[config.mk]
export PLATFORM = sky130hd
export DESIGN_NAME = ma_peak_detect
export DESIGN_NICKNAME = d
export VERILOG_FILES = /design/src/rtl/ma_pkg.sv /design/src/rtl/ma_peak_cmp.sv /design/src/rtl/ma_peak_detect.sv
export SDC_FILE = /design/constraint.sdc
export NUM_CORES = 1
export LEC_CHECK = 0
export CAP_MARGIN = 10
export CORE_MARGIN = 2
export CORE_UTILIZATION = 40
export CTS_BUF_LIST = sky130_fd_sc_hd__clkbuf_8
export DETAILED_ROUTE_END_ITERATION = 12
export GPL_ROUTABILITY_DRIVEN = 0
export SETUP_SLACK_MARGIN = 0.15
export SLEW_MARGIN = 20
export SYNTH_ARGS = -nofsm -noshare
export SYNTH_HDL_FRONTEND = slang
export SYNTH_HIERARCHICAL = 1
export SYNTH_SLANG_ARGS = --single-unit
[constraint.sdc]
create_clock -name clk -period 16.8 [get_ports clk]
set_input_delay 1.68 -clock clk [delete_from_list [all_inputs] [get_ports clk]]
set_output_delay 1.68 -clock clk [all_outputs]
set_load 0.02 [all_outputs]
[src/rtl/ma_pkg.sv]
// Shared constants, result field layout and FSM state type for the MA peak detector family.
package ma_pkg;

  localparam int WORD_LENGTH = 16;

  // Width of the moving-average output word derived from the CMUL input sample width.
  function automatic int ma_data_w(input int word_length);
    return (word_length * 2 + 3) * 2 + 1;
  endfunction

  localparam int DATA_W        = ma_data_w(WORD_LENGTH);
  localparam int IDX_W         = 10;
  localparam int MAX_FRAME_LEN = 1 << IDX_W;
  localparam int RES_W         = DATA_W + IDX_W + 1;

  localparam int PK_VAL_LSB = 0;
  localparam int PK_IDX_LSB = DATA_W;
  localparam int PK_OVF_BIT = DATA_W + IDX_W;

  typedef enum logic {
    ACCUM  = 1'b0,
    REPORT = 1'b1
  } state_t;

endpackage

[src/rtl/ma_peak_cmp.sv]
// Combinational signed peak compare: take the candidate on the first beat or when strictly larger.
module ma_peak_cmp #(
  parameter int W = 71
) (
  input  logic         first,
  input  logic [W-1:0] cand,
  input  logic [W-1:0] cur,
  output logic         upd
);

  // Strict greater-than keeps the earliest sample on ties.
  assign upd = first || ($signed(cand) > $signed(cur));

endmodule

[src/rtl/ma_peak_detect.sv]
// Per-frame peak value/index detector on the MA output stream, one result beat per frame.
// Optional MA_PEAK_THRESHOLD_EN adds a threshold port that suppresses sub-threshold results.
module ma_peak_detect
  import ma_pkg::*;
(
  input  logic              clk,
  input  logic              rst,
  input  logic              en,
  input  logic [DATA_W-1:0] s_tdata,
  input  logic              s_tvalid,
  input  logic              s_tlast,
  output logic              s_tready,
`ifdef MA_PEAK_THRESHOLD_EN
  input  logic [DATA_W-1:0] threshold,
`endif
  output logic [RES_W-1:0]  m_tdata,
  output logic              m_tvalid,
  output logic              m_tlast,
  input  logic              m_tready,
  output logic              ovf_sticky,
  output state_t            dbg_state
);

  // Handshakes: a beat transfers on the rising edge where valid && ready are both high;
  // m_tvalid/m_tdata never change while m_tvalid is high and m_tready is low.

  state_t            state;
  logic [IDX_W-1:0]  idx;
  logic [IDX_W-1:0]  peak_idx;
  logic [DATA_W-1:0] peak_val;
  logic              armed;
  logic              accept;
  logic              upd;
  logic              close;
  logic              forced;
  logic              keep;
  logic [DATA_W-1:0] nxt_val;
  logic [IDX_W-1:0]  nxt_idx;
  logic [RES_W-1:0]  res;

`ifdef MA_PEAK_THRESHOLD_EN
  logic bubble;
  assign s_tready = armed && en && (state == ACCUM) && !bubble;
  assign keep     = !($signed(nxt_val) < $signed(threshold));
`else
  assign s_tready = armed && en && (state == ACCUM);
  assign keep     = 1'b1;
`endif

  assign accept = s_tvalid && s_tready;

  ma_peak_cmp #(.W(DATA_W)) u_cmp (
    .first (idx == '0),
    .cand  (s_tdata),
    .cur   (peak_val),
    .upd   (upd)
  );

  assign nxt_val = upd ? s_tdata : peak_val;
  assign nxt_idx = upd ? idx : peak_idx;

  // The last index slot closes the frame even without tlast.
  assign forced = !s_tlast && (&idx);
  assign close  = accept && (s_tlast || (&idx));

  always_comb begin
    res = '0;
    res[PK_VAL_LSB +: DATA_W] = nxt_val;
    res[PK_IDX_LSB +: IDX_W]  = nxt_idx;
    res[PK_OVF_BIT]           = forced;
  end

  assign m_tlast   = m_tvalid;
  assign dbg_state = state;

  always_ff @(posedge clk or posedge rst) begin
    if (rst) begin
      state      <= ACCUM;
      idx        <= '0;
      peak_val   <= '0;
      peak_idx   <= '0;
      m_tvalid   <= 1'b0;
      m_tdata    <= '0;
      ovf_sticky <= 1'b0;
      armed      <= 1'b0;
`ifdef MA_PEAK_THRESHOLD_EN
      bubble     <= 1'b0;
`endif
    end else begin
      armed <= 1'b1;
`ifdef MA_PEAK_THRESHOLD_EN
      bubble <= 1'b0;
`endif
      case (state)
        ACCUM: begin
          if (accept) begin
            peak_val <= nxt_val;
            peak_idx <= nxt_idx;
            idx      <= idx + IDX_W'(1);
            if (close) begin
              idx <= '0;
              if (forced) ovf_sticky <= 1'b1;
              if (keep) begin
                m_tdata  <= res;
                m_tvalid <= 1'b1;
                state    <= REPORT;
              end
`ifdef MA_PEAK_THRESHOLD_EN
              else begin
                bubble <= 1'b1;
              end
`endif
            end
          end
        end
        REPORT: begin
          if (m_tready) begin
            m_tvalid <= 1'b0;
            idx      <= '0;
            state    <= ACCUM;
          end
        end
        default: state <= ACCUM;
      endcase
    end
  end

endmodule

# ---- After elaboration in Yosys (flattened, before gate mapping)
# Cells that the tools add are included.
dict set report totals {
  regBits 177
  in_bits 77
  output_inout_bits 87
  elab_cells 43
}
dict set report classes {
  add_sub_neg 1
  n_lt_le_gt_ge 1
  n_eq_ne 3
  n_mux 14
  bitwise 1
  n_reduce_logical 15
}
# op count
set ops {}
lappend ops {{$gt 71x71->1} 1}
lappend ops {{$mux 71} 1}
lappend ops {{$mux 10} 4}
lappend ops {{$pmux 10 s2} 1}
lappend ops {{$add 10x1->10 const B} 1}
lappend ops {{$logic_not 10->1} 1}
lappend ops {{$reduce_and 10->1} 1}
lappend ops {{$mux 1} 6}
lappend ops {{$ne 2x2->1 const B} 3}
lappend ops {{$reduce_and 3->1} 2}
lappend ops {{$logic_and 1x1->1} 5}
lappend ops {{$pmux 1 s2} 2}
lappend ops {{$reduce_and 2->1} 2}
lappend ops {{$reduce_and 4->1} 1}
lappend ops {{$logic_or 1x1->1} 2}
lappend ops {{$logic_not 1->1} 1}
lappend ops {{$not 1->1} 1}

# ---- Depth between registers and ports, before layout
dict set report logic_depth {
  word_depth 7
  ltp_mapped 15
  depth_no_buf 12
}

# ---- Hierarchy
# The synthesis kept the hierarchy.
# mod n_inst cells_per_inst area_each_um2 seq_area_each_um2
set modules_own_cells {}
lappend modules_own_cells {ma_peak_detect 1 521 7965.1 4429.2}
lappend modules_own_cells {ma_peak_cmp 1 259 1823.0 0.0}

# ---- Least setup slack after synthesis
# Ideal clock, no wire load.
dict set report synth_timing {
  path_kind {input -> register}
  start {in s_tdata[32]}
  end {reg m_tdata[36]}
  setup_time_ps 125
  arrival_time_ps 4508
  t_required_ps 16675
  slack_ps 12167
  cell_stages 12
  path_buffers 2
  cell_sequence {ha_1 -> a21oi_2 -> o21ai_1 -> a221o_1 -> a2111o_1 -> a22oi_2 -> nand3b_1 -> o211ai_1 -> clkbuf_1 -> clkbuf_1 -> mux2_2 -> mux2_2}
}
dict set report synth_via {
  elab_chain_len 3
}
# item line_no
set synth_lines {}
lappend synth_lines {{from (decl)} ma_peak_detect.sv:9} ;# input logic [DATA_W-1:0] s_tdata,
lappend synth_lines {{$gt 71x71->1} ma_peak_cmp.sv:12} ;# assign upd = first || ($signed(cand) > $signed(cur));
lappend synth_lines {{$logic_or 1x1->1} ma_peak_cmp.sv:12}
lappend synth_lines {{net upd} ma_peak_detect.sv:33} ;# logic upd;
lappend synth_lines {{$mux 71} ma_peak_detect.sv:59} ;# assign nxt_val = upd ? s_tdata : peak_val;
lappend synth_lines {{to (signal assigned)} ma_peak_detect.sv:104} ;# m_tdata <= res;
lappend synth_lines {{to (decl)} ma_peak_detect.sv:16} ;# output logic [RES_W-1:0] m_tdata,
# The timed path passes the listed nets, and every way through them passes these cells.
# A chain may end at the register's enable or synchronous reset.

# ---- Worst setup path after layout
dict set report layout_timing {
  start {in s_tdata[54]}
  end {reg peak_idx[4]}
}
dict set report layout_via {
  elab_chain_len 3
}
# item line_no
set layout_lines {}
lappend layout_lines {{$gt 71x71->1} ma_peak_cmp.sv:12}
lappend layout_lines {{$logic_or 1x1->1} ma_peak_cmp.sv:12}
lappend layout_lines {{net upd} ma_peak_detect.sv:33}
lappend layout_lines {{$mux 10} ma_peak_detect.sv:60} ;# assign nxt_idx = upd ? idx : peak_idx;
lappend layout_lines {{to (signal assigned)} ma_peak_detect.sv:98} ;# peak_idx <= nxt_idx;
lappend layout_lines {{to (decl)} ma_peak_detect.sv:29} ;# logic [IDX_W-1:0] peak_idx;
# The timed path passes the listed nets, and every way through them passes these cells.

==> tab_implementation.tex <==
\begin{tabular}{lr}
\hline
Metric & Value \\
\hline
\multicolumn{2}{l}{\textbf{Timing}} \\
Max transition margin & 38.01\% \\
Setup-failing EPs final & 0 \\
Setup total negative slack & 0 ps \\
Endpoints failing hold & 0 \\
Max-slew violations & 0 \\
Post-layout worst setup margin & 10820 ps \\
Transition at the pin with the smallest max-transition slack & 929.9 ps \\
RSZ-0062 raised after global routing & false \\
Ratio of final minimum period to clock period & 35.58\% \\
Final clock skew & 15.79 ps \\
Max Fclk & 167.3 MHz \\
Final worst path period need & 5977 ps \\
\multicolumn{2}{l}{\textbf{Layout}} \\
Final-layout fill cell count & 2183 \\
Area taken by multi-input logic gates & 4878 um2 \\
Storage cell area & 4429 um2 \\
Number of nets at the end of the flow & 1086 \\
Area growth, synth to finish & 23.43\% \\
Final antenna diode count & 0 \\
Ratio of cells with drive above 1 in the final layout & 30.14\% \\
\multicolumn{2}{l}{\textbf{Logic synthesis}} \\
Mean Syn Cell Area & 12.55 um2 \\
Cell taking the most area after synthesis & dfrtp\_1 \\
Async set-or-reset flop fraction in the synthesized netlist & 100.0\% \\
Commonest register cell after synthesis & dfrtp\_1 \\
Top-count cell post-synth & mux2\_2 \\
Fraction of post-synthesis cell area in the top cell type by area & 45.25\% \\
Nets in the synthesized netlist & 930 \\
Commonest cells in the netlist & 195 x mux2\_2, 177 x dfrtp\_1, 77 x inv\_1 \\
Synth unique cells & 49 \\
Number of instances in the synthesized netlist & 780 \\
Post-synth design cell area & 9788 um2 \\
Number of enable flip-flop cells after synthesis & 0 \\
Leading cell types by total area after synthesis & dfrtp\_1 45\%, mux2\_2 22\%, ha\_1 9.3\%, mux2\_4 7.1\%, inv\_1 3.0\% \\
Ys Warns & 6 \\
Sequential share of the synthesized area & 45.25\% \\
Number of flip-flops and latches in the synthesized netlist & 177 \\
\multicolumn{2}{l}{\textbf{CTS}} \\
Postcts setup bufs & 0 \\
Max clock buf depth & 2 \\
Root buffer cell & clkbuf\_8 \\
Total of hold buffers inserted after clock tree synthesis & 0 \\
Clock tree sinks & 177 \\
Clock-pin slew on the worst setup and hold paths & 100 ps \\
Insertion delay of the later-clocked pin in the worst-skew pair & 460 ps \\
Cells resized by post-CTS repair & 0 \\
CTS HTree Levels & 4 \\
CTS tree & built \\
Cts bufs inserted & 17 \\
\multicolumn{2}{l}{\textbf{Worst setup path}} \\
CP arrival & 6320 ps \\
Critical path launch point type & input pin \\
Slowest cell on the critical path & buf\_4 \\
CP Max Fanout & 58 \\
Setup Crit Path Kind & in -> reg \\
WP data required & 17140 ps \\
Critical Path Max Stage Delay & 720 ps \\
Buf/Inv on CP & 3 \\
Most common cell type on the critical path & buf\_4 \\
Kind of cell adding the most delay to the critical path & simple AND/OR/NAND/NOR gates \\
Cell Chain, Critical Path & clkdlybuf4s50\_1 > ha\_1 > nand2\_1 > nor4\_1 > and3\_1 > o311ai\_1 > nor3b\_1 > and2\_1 > o211ai\_1 > buf\_4 > nand2\_4 > buf\_4 > mux2\_2 \\
Crit path capture type & flop \\
\multicolumn{2}{l}{\textbf{Route}} \\
Vias & 6229 \\
Routed length per instance & 15.93 um \\
Total Routed Length & 20.28 mm \\
Post-route antenna net violation count & 0 \\
Number of remaining DRC errors & 0 \\
Number of detailed-route iterations in the first pass & 4 \\
Detail-routed via count per cell & 4.893 \\
Initial DRC count & 263 \\
\multicolumn{2}{l}{\textbf{Die}} \\
Core Rows & 57 \\
Count of pins on the block boundary & 164 \\
Height of the die & 160.4 um \\
Core area & 24180 um2 \\
Die area & 25740 um2 \\
Die Wd & 160.4 um \\
Initial standard-cell utilization of the core & 40.49\% \\
\multicolumn{2}{l}{\textbf{GRT}} \\
Total global routing track utilization & 16.48\% \\
Total grt overflow & 0 \\
Largest net degree at the start of global routing & 107 \\
Initial antenna violation count & 0 \\
First-pass GRT wire length & 33.95 mm \\
Via count of the first global-routing pass & 6542 \\
\multicolumn{2}{l}{\textbf{Place}} \\
Worst slack after detailed placement & 10250 ps \\
Port Buffer Count & 163 \\
Detailed Place HPWL & 13.97 mm \\
\multicolumn{2}{l}{\textbf{Outcome}} \\
Outcome & completed \\
\multicolumn{2}{l}{\textbf{Pwr}} \\
Leakage dissipation & 0.005499 uW \\
Pwr/cell area & 168.8 nW/um2 \\
Maximum vdd ir drop & 0.0001064 V \\
\multicolumn{2}{l}{\textbf{Flow run}} \\
Max cap viols & 0 \\
\multicolumn{2}{l}{\textbf{Min path}} \\
Path type of the worst min-delay path & reg -> reg \\
\hline
\end{tabular}
[metrics by stage]
| stage | hold WS (ps) | power [uW] | cells | utilization [%] | area, um2 |
|---|---|---|---|---|---|
| 5_1_grt | 524.5 | 2199 | 1273 | 49.97 | 12080 |
| 4_1_cts | 488.9 | 2073 | 1273 | 49.95 | 12080 |
| 2_1_floorplan | 446.0 | 1408 | 780 | - | 9788 |
| 3_5_place_dp | 456.7 | 1758 | 1241 | 48.29 | 11680 |
| 3_3_place_gp | 462.9 | 1745 | 1241 | 48.29 | 11680 |
| 6_report | 481.0 | 2039 | 1273 | 49.97 | 12080 |
[registers in the layout, indices dropped and copies added (netlist names)]
name and count:
armed 1, dbg_state 1, idx 10, m_tdata 82, m_tlast 1, ovf_sticky 1
peak_idx 10, peak_val 71
[power by group]
group	total, uW	internal, uW	switching (uW)
Clock	302	125	177
Combinational	1010	563	446
Sequential	729	608	121
Total	2040	1300	744
[final cells by class]
cell class	count	area share (%)
multi-input cells	495	40.38
flip-flops and latches	177	36.66
inverters	77	2.454
clock inverters	15	1.367
repair buffers	168	13.85
well taps	324	3.355
clock buffers	17	1.937
[cells by family (layout without fill, tap and decap cells)]
family | count (synthesis) | in the layout | share of synthesized area [%]
multiplexers | 242 | 242 | 29.59
flip-flops | 177 | 177 | 45.25
buffers and inverters | 108 | 277 | 5.036
AND/OR/NAND/NOR | 98 | 98 | 5.305
AO/OA/AOI/OAI | 74 | 74 | 4.819
adder cells (fa/ha/maj) | 73 | 73 | 9.331
XOR/XNOR | 7 | 7 | 0.6264
other | 1 | 1 | 0.03831
[final timing paths]
path / startpoint / endpoint / slack, ps / cells after the start
setup / recovery: s_tdata[54] / peak_idx[4] / 10820 / 13
hold / removal: ovf_sticky / ovf_sticky / 480 / 1
setup reg to reg: peak_val[54] / peak_idx[4] / 12120 / 13
hold reg to reg: ovf_sticky / ovf_sticky / 480 / 1
max in group asynchronous: rst / peak_val[56] / 13610 / 3
min in group asynchronous: rst / m_tdata[25] / 1770 / 2
[cell usage in the layout, fill, tap and decap left out, drive strengths merged, types with 4 or more instances in the layout]
cell type	n
nor2	14
mux2	241
nand2	25
dfrtp	177
nand4	13
clkbuf	17
and2	4
clkinv	4
a21oi	26
and3	5
o21ai	16
a21o	5
nor4	4
buf	5
a211oi	5
nor3	4
o211ai	4
xnor2	4
clkdlybuf4s50	163
inv	86
nand3	15
ha	73
[layer usage]
layer | GRT usage (%) | share of wire (%) | vias up
li1 | - | - | 3089
met1 | 22.87 | 49 | 3018
met2 | 26.25 | 46 | 113
met3 | 4.055 | 4.3 | 9
met4 | 3.522 | 0.69 | 0
met5 | 0 | 0 | -
Note: power is estimated with default switching activity, not from simulation.
